File: src/rtl/uart_pkg.sv
// Shared definitions for the UART link: FSM state encoding, parity types and
// prescale width, plus the prescale sanitising helper.
package uart_pkg;

  localparam int PRSC_W = 6;

  localparam logic PAR_EVEN = 1'b0;
  localparam logic PAR_ODD  = 1'b1;

  typedef enum logic [2:0] {
    IDLE   = 3'd0,
    START  = 3'd1,
    DATA   = 3'd2,
    PARITY = 3'd3,
    STOP   = 3'd4
  } tx_state_e;

  // A latched prescale of zero would never produce a bit boundary; run it as one.
  function automatic logic [PRSC_W-1:0] eff_prescale(input logic [PRSC_W-1:0] p);
    return (p == '0) ? PRSC_W'(1) : p;
  endfunction

endpackage

File: src/rtl/tx_bit_timer.sv
// Bit timer: edge_cnt runs 0..prescale-1 while enabled; bit_cnt steps on each wrap.
// clr restarts both counters so every FSM state begins on a fresh bit.
module tx_bit_timer
  import uart_pkg::*;
#(
  parameter int BIT_W = 4
) (
  input  logic              clk,
  input  logic              rst,
  input  logic              en,
  input  logic              clr,
  input  logic [PRSC_W-1:0] prescale,
  output logic              edge_done,
  output logic [BIT_W-1:0]  bit_cnt
);

  logic [PRSC_W-1:0] edge_cnt;

  assign edge_done = en && (edge_cnt == prescale - PRSC_W'(1));

  // NOTE: sequential state uses non-blocking assignments so every flop updates
  // from pre-edge values regardless of statement order.
  always_ff @(posedge clk) begin
    if (rst || clr) begin
      edge_cnt <= '0;
      bit_cnt  <= '0;
    end else if (en) begin
      if (edge_done) begin
        edge_cnt <= '0;
        bit_cnt  <= bit_cnt + BIT_W'(1);
      end else begin
        edge_cnt <= edge_cnt + PRSC_W'(1);
      end
    end
  end

endmodule

File: src/rtl/uart_tx_frame.sv
// UART transmitter: serialises start, DATA_W data bits LSB first, optional parity
// and stop on TX_OUT, each bit held for the prescale latched at accept.
module uart_tx_frame
  import uart_pkg::*;
#(
  parameter int DATA_W = 8
) (
  input  logic              Clk,
  input  logic              Rst,
  input  logic [DATA_W-1:0] P_Data,
  input  logic              Data_Valid,
  input  logic              Par_En,
  input  logic              Par_Typ,
  input  logic [PRSC_W-1:0] Prescale,
  output logic              TX_OUT,
  output logic              Busy
);

  localparam int BIT_W = $clog2(DATA_W + 1);
  localparam logic [BIT_W-1:0] LAST_BIT = BIT_W'(DATA_W - 1);

  tx_state_e         state, state_next;
  logic [DATA_W-1:0] shreg, shreg_next;
  logic              par_q;
  logic              par_en_q;
  logic [PRSC_W-1:0] prsc_q;
  logic              accept;
  logic              tx_next;
  logic              busy_next;
  logic              timer_en;
  logic              timer_clr;
  logic              edge_done;
  logic [BIT_W-1:0]  bit_cnt;

  tx_bit_timer #(.BIT_W(BIT_W)) u_timer (
    .clk       (Clk),
    .rst       (Rst),
    .en        (timer_en),
    .clr       (timer_clr),
    .prescale  (prsc_q),
    .edge_done (edge_done),
    .bit_cnt   (bit_cnt)
  );

  // NOTE: every signal driven here gets a default first, so no path leaves it
  // unassigned and no latch is inferred.
  always_comb begin
    state_next = state;
    shreg_next = shreg;
    accept     = 1'b0;
    unique case (state)
      IDLE: begin
        if (Data_Valid) begin
          accept     = 1'b1;
          state_next = START;
          shreg_next = P_Data;
        end
      end
      START:  if (edge_done) state_next = DATA;
      DATA: begin
        if (edge_done) begin
          shreg_next = shreg >> 1;
          if (bit_cnt == LAST_BIT) state_next = par_en_q ? PARITY : STOP;
        end
      end
      PARITY: if (edge_done) state_next = STOP;
      STOP:   if (edge_done) state_next = IDLE;
      default: state_next = IDLE;
    endcase

    // Outputs are decoded from the next state so they can be registered
    // without lagging the FSM by a cycle.
    tx_next = 1'b1;
    unique case (state_next)
      START:   tx_next = 1'b0;
      DATA:    tx_next = shreg_next[0];
      PARITY:  tx_next = par_q;
      default: tx_next = 1'b1;
    endcase
    busy_next = (state_next != IDLE);

    timer_en  = (state != IDLE);
    timer_clr = (state == IDLE) || (state_next != state);
  end

  always_ff @(posedge Clk) begin
    // NOTE: the small datapath flops are reset along with the FSM; this is not
    // a memory array, so the reset costs nothing worth avoiding.
    if (Rst) begin
      state    <= IDLE;
      shreg    <= '0;
      par_q    <= 1'b0;
      par_en_q <= 1'b0;
      prsc_q   <= PRSC_W'(1);
      TX_OUT   <= 1'b1;
      Busy     <= 1'b0;
    end else begin
      state  <= state_next;
      shreg  <= shreg_next;
      TX_OUT <= tx_next;
      Busy   <= busy_next;
      if (accept) begin
        par_en_q <= Par_En;
        par_q    <= (Par_Typ == PAR_ODD) ? ~^P_Data : ^P_Data;
        prsc_q   <= eff_prescale(Prescale);
      end
    end
  end

endmodule
File: config.mk
export PLATFORM = sky130hd
export DESIGN_NAME = uart_tx_frame
export DESIGN_NICKNAME = d
export VERILOG_FILES = /design/src/rtl/uart_pkg.sv /design/src/rtl/tx_bit_timer.sv /design/src/rtl/uart_tx_frame.sv
export SDC_FILE = /design/constraint.sdc
export NUM_CORES = 1
export LEC_CHECK = 0
export CORE_MARGIN = 3
export CORE_UTILIZATION = 50
export DETAILED_ROUTE_END_ITERATION = 10
export DONT_BUFFER_PORTS = 1
export PLACE_DENSITY_LB_ADDON = 0.15
export SYNTH_ARGS = -nofsm -noshare
export SYNTH_HDL_FRONTEND = slang
export SYNTH_HIERARCHICAL = 1
export SYNTH_SLANG_ARGS = --single-unit
File: constraint.sdc
create_clock -name Clk -period 9.9 [get_ports Clk]
set_clock_uncertainty 0.05 [all_clocks]
set_input_delay 1.98 -clock Clk [delete_from_list [all_inputs] [get_ports Clk]]
set_output_delay 1.98 -clock Clk [all_outputs]
set_load 0.03 [all_outputs]
==> run_results.csv <==
group,metric,value,unit
clocking,cts-hold-fix-buffers,0,
clocking,cts_buffer_depth,2,
die,die-area,4020,um^2
synthesis,synth-seq-cells,31,
die,core,3100,um^2
finish,antennaDiodeCount,0,
run,maxCapViolCount,0,
setup_path,cp_top_family,"simple AND/OR/NAND/NOR gates",
sta,min_period,3.88,ns
sta,drv_slew,0,
clocking,clk_latency,0.33,ns
clocking,root_buffer,"clkbuf_4",
power_and_ir_drop,peakVddDrop,0.106,mV
synthesis,synth_area_per_cell,8.58,um^2
synthesis,seq_area_frac_synth,0.377,
sta,tightest_slew,0.840,ns
grt,overflow,0,
setup_path,cp_slowest_cell,"nor2_1",
route,vias_per_cell,5.76,
clocking,htree_levels,2,
setup_path,arrival,4.06,ns
grt,grt_max_degree,24,
clocking,cts.clk_slew.worst_paths,0.10,ns
route,first_iter_violations,63,
sta,fmax,258,MHz
sta,finalCritPeriodShare,0.392,
clocking,ctsResizeCount,0,
finish,syn_to_final_growth,5.47,%
setup_path,crit_buf_inv,1,
clocking,cts_tree,"done",
grt,antenna_found_initial,0,
finish,layout-drive-gt1-share,0.0829,
sta,totalNegativeSetupSlack,0,ns
finish,final_common_cell,"dfxtp_1",
route,postRouteAntennaNets,0,
finish,nets,214,
hold_path,hold_path.class,"register to register",
place,place_area,1670,um^2
synthesis,ys_types,46,
setup_path,end_kind,"register",
sta,setup_viol,0,
setup_path,critical_path_class,"register to register",
clocking,clock_sinks,31,
clocking,cts_buffers,5,
place,dpl.hpwl,2.42,mm
synthesis,ys_warn_count,6,
route,wl_per_cell,13.7,um
die,start_util,0.531,
setup_path,cp-start-kind,"register",
grt,track_usage,0.177,
setup_path,crit_chain,"inv_1, ha_1, nor2b_1, or3_4, a31o_4, nor2_1, nand2_1, or4b_1, a21o_1, a31oi_1, o21a_1, or2_2, nor2_1, nand4_1, o21ai_1",
setup_path,critPathMaxFanout,14,
die,die_w,63.4,um
synthesis,synthesis.nets,214,
sta,slew-limit-headroom,0.438,
finish,finalInstanceArea,1740,um^2
grt,grt_pass1_vias,1334,
setup_path,cp.required,10.08,ns
place,globalplace.congestion,0.828,
grt,grt_pass1_wl,5.64,mm
place,port_buffers,0,
sta,hold_viol,0,
run_status,status,"finished clean",
route,remaining_drc_errors,0,
synthesis,synth_cells,192,
die,dieHeight,63.4,um
synthesis,netlist_area,1650,um^2
route,dr.pass1.iters,4,
route,wl,3.24,mm
power_and_ir_drop,p_leak,0.674,nW
setup_path,critPathMaxStageDelay,0.61,ns
route,num_vias,1364,
die,ioPinCount,21,
die,rows,20,
power_and_ir_drop,power.density,154,nW/um^2
clocking,cts_setup_buffers,0,
finish,mostFrequentLayoutCells,"dfxtp_1, nand2_1, a21oi_1",
sta,rsz0062_at_grt,"false",
setup_path,path_common_cell,"nor2_1",
## per-layer routing
layer	vias up	global-route usage	routed length, um	part of all wire
met3	4	0.0570	122	0.038
li1	688	-	-	-
met1	647	0.198	1420	0.44
met2	25	0.310	1660	0.51
met4	0	0.0674	34	0.011
met5	-	0	0	0
## worst min-delay path: stages (launching register included)
cell and delay, ns:
dfxtp_1 0.33, nand2_1 0.05, a21oi_1 0.05
## registers in the layout, summed over array words and instances (netlist names)
signal / cells
Busy: 1
TX_OUT: 1
par_en_q: 1
par_q: 1
prsc_q: 6
shreg: 8
state: 3
u_timer/bit_cnt: 4
u_timer/edge_cnt: 6
## Yosys cell counts, drive strengths merged
cell | instances | area (um^2)
a211o | 1 | 8.76
a21boi | 1 | 7.51
a21o | 1 | 7.51
a21oi | 23 | 115
a22o | 1 | 8.76
a22oi | 7 | 52.6
a31o | 1 | 17.5
a31oi | 3 | 18.8
and3 | 4 | 25.0
and3b | 1 | 8.76
buf | 6 | 37.5
clkbuf | 2 | 7.51
dfxtp | 31 | 621
ha | 3 | 37.5
inv | 3 | 11.3
nand2 | 24 | 90.1
nand3 | 3 | 15.0
nand3b | 6 | 45.0
nand4 | 3 | 18.8
nand4b | 1 | 23.8
nor2 | 15 | 58.8
nor2b | 4 | 25.0
nor3 | 6 | 30.0
nor3b | 1 | 12.5
nor4 | 2 | 12.5
nor4b | 1 | 23.8
nor4bb | 1 | 10.0
o211a | 1 | 10.0
o211ai | 1 | 7.51
o21a | 2 | 15.0
o21ai | 8 | 40.0
o21bai | 1 | 7.51
o31ai | 1 | 7.51
or2 | 1 | 6.26
or3 | 3 | 23.8
or4 | 1 | 7.51
or4b | 1 | 10.0
xnor2 | 9 | 78.8
xnor3 | 1 | 22.5
xor2 | 7 | 61.3
## layout make-up
class                   count  area, um^2
fillers                   308        1370
multi-input cells         150         971
flip-flops and latches     31         621
clock buffers               7        65.1
well taps                  44        55.1
inverters                   3        11.3
clock inverters             1        7.51
repair buffers              1        7.51
## cells by family (layout without fill, tap and decap cells)
kind of cell,Yosys count,count (layout),synth area share
flops,31,31,0.377
simple gates,78,78,0.271
xor+xnor,17,17,0.0987
compound gates,52,52,0.197
buf+inv,11,12,0.0342
fa+ha+maj,3,3,0.0228
## through the flow
stage | hold slack, ns | util | power, W | cells | setup slack [ns]
after floorplan | 0.382 | - | 0.000180 | 192 | 6.32
after global placement | 0.389 | 0.537 | 0.000184 | 229 | 6.22
after detailed placement | 0.394 | 0.537 | 0.000186 | 229 | 6.10
after CTS | 0.408 | 0.560 | 0.000271 | 237 | 6.09
after global routing | 0.430 | 0.560 | 0.000283 | 237 | 5.79
final | 0.408 | 0.560 | 0.000268 | 237 | 6.02
## power breakdown
part	leakage (nW)	internal [W]	switching [W]
sequential	0.253	0.000131	0.00000800
clock	0.0375	0.0000415	0.0000442
combinational	0.383	0.0000202	0.0000227
total	0.674	0.000193	0.0000749
## path summary, 6_finish.rpt
kind	startpoint	to	slack, ns	cells after the start
setup reg to reg	prsc_q[0]$_SDFFE_PP1P_	u_timer/bit_cnt[2]$_SDFFE_PP0P_	6.02	15
hold / removal	shreg[6]$_SDFFE_PP0P_	shreg[6]$_SDFFE_PP0P_	0.41	2
setup / recovery	prsc_q[0]$_SDFFE_PP1P_	u_timer/bit_cnt[2]$_SDFFE_PP0P_	6.02	15
hold reg to reg	shreg[6]$_SDFFE_PP0P_	shreg[6]$_SDFFE_PP0P_	0.41	2
Note: power is estimated with default switching activity, not from simulation.
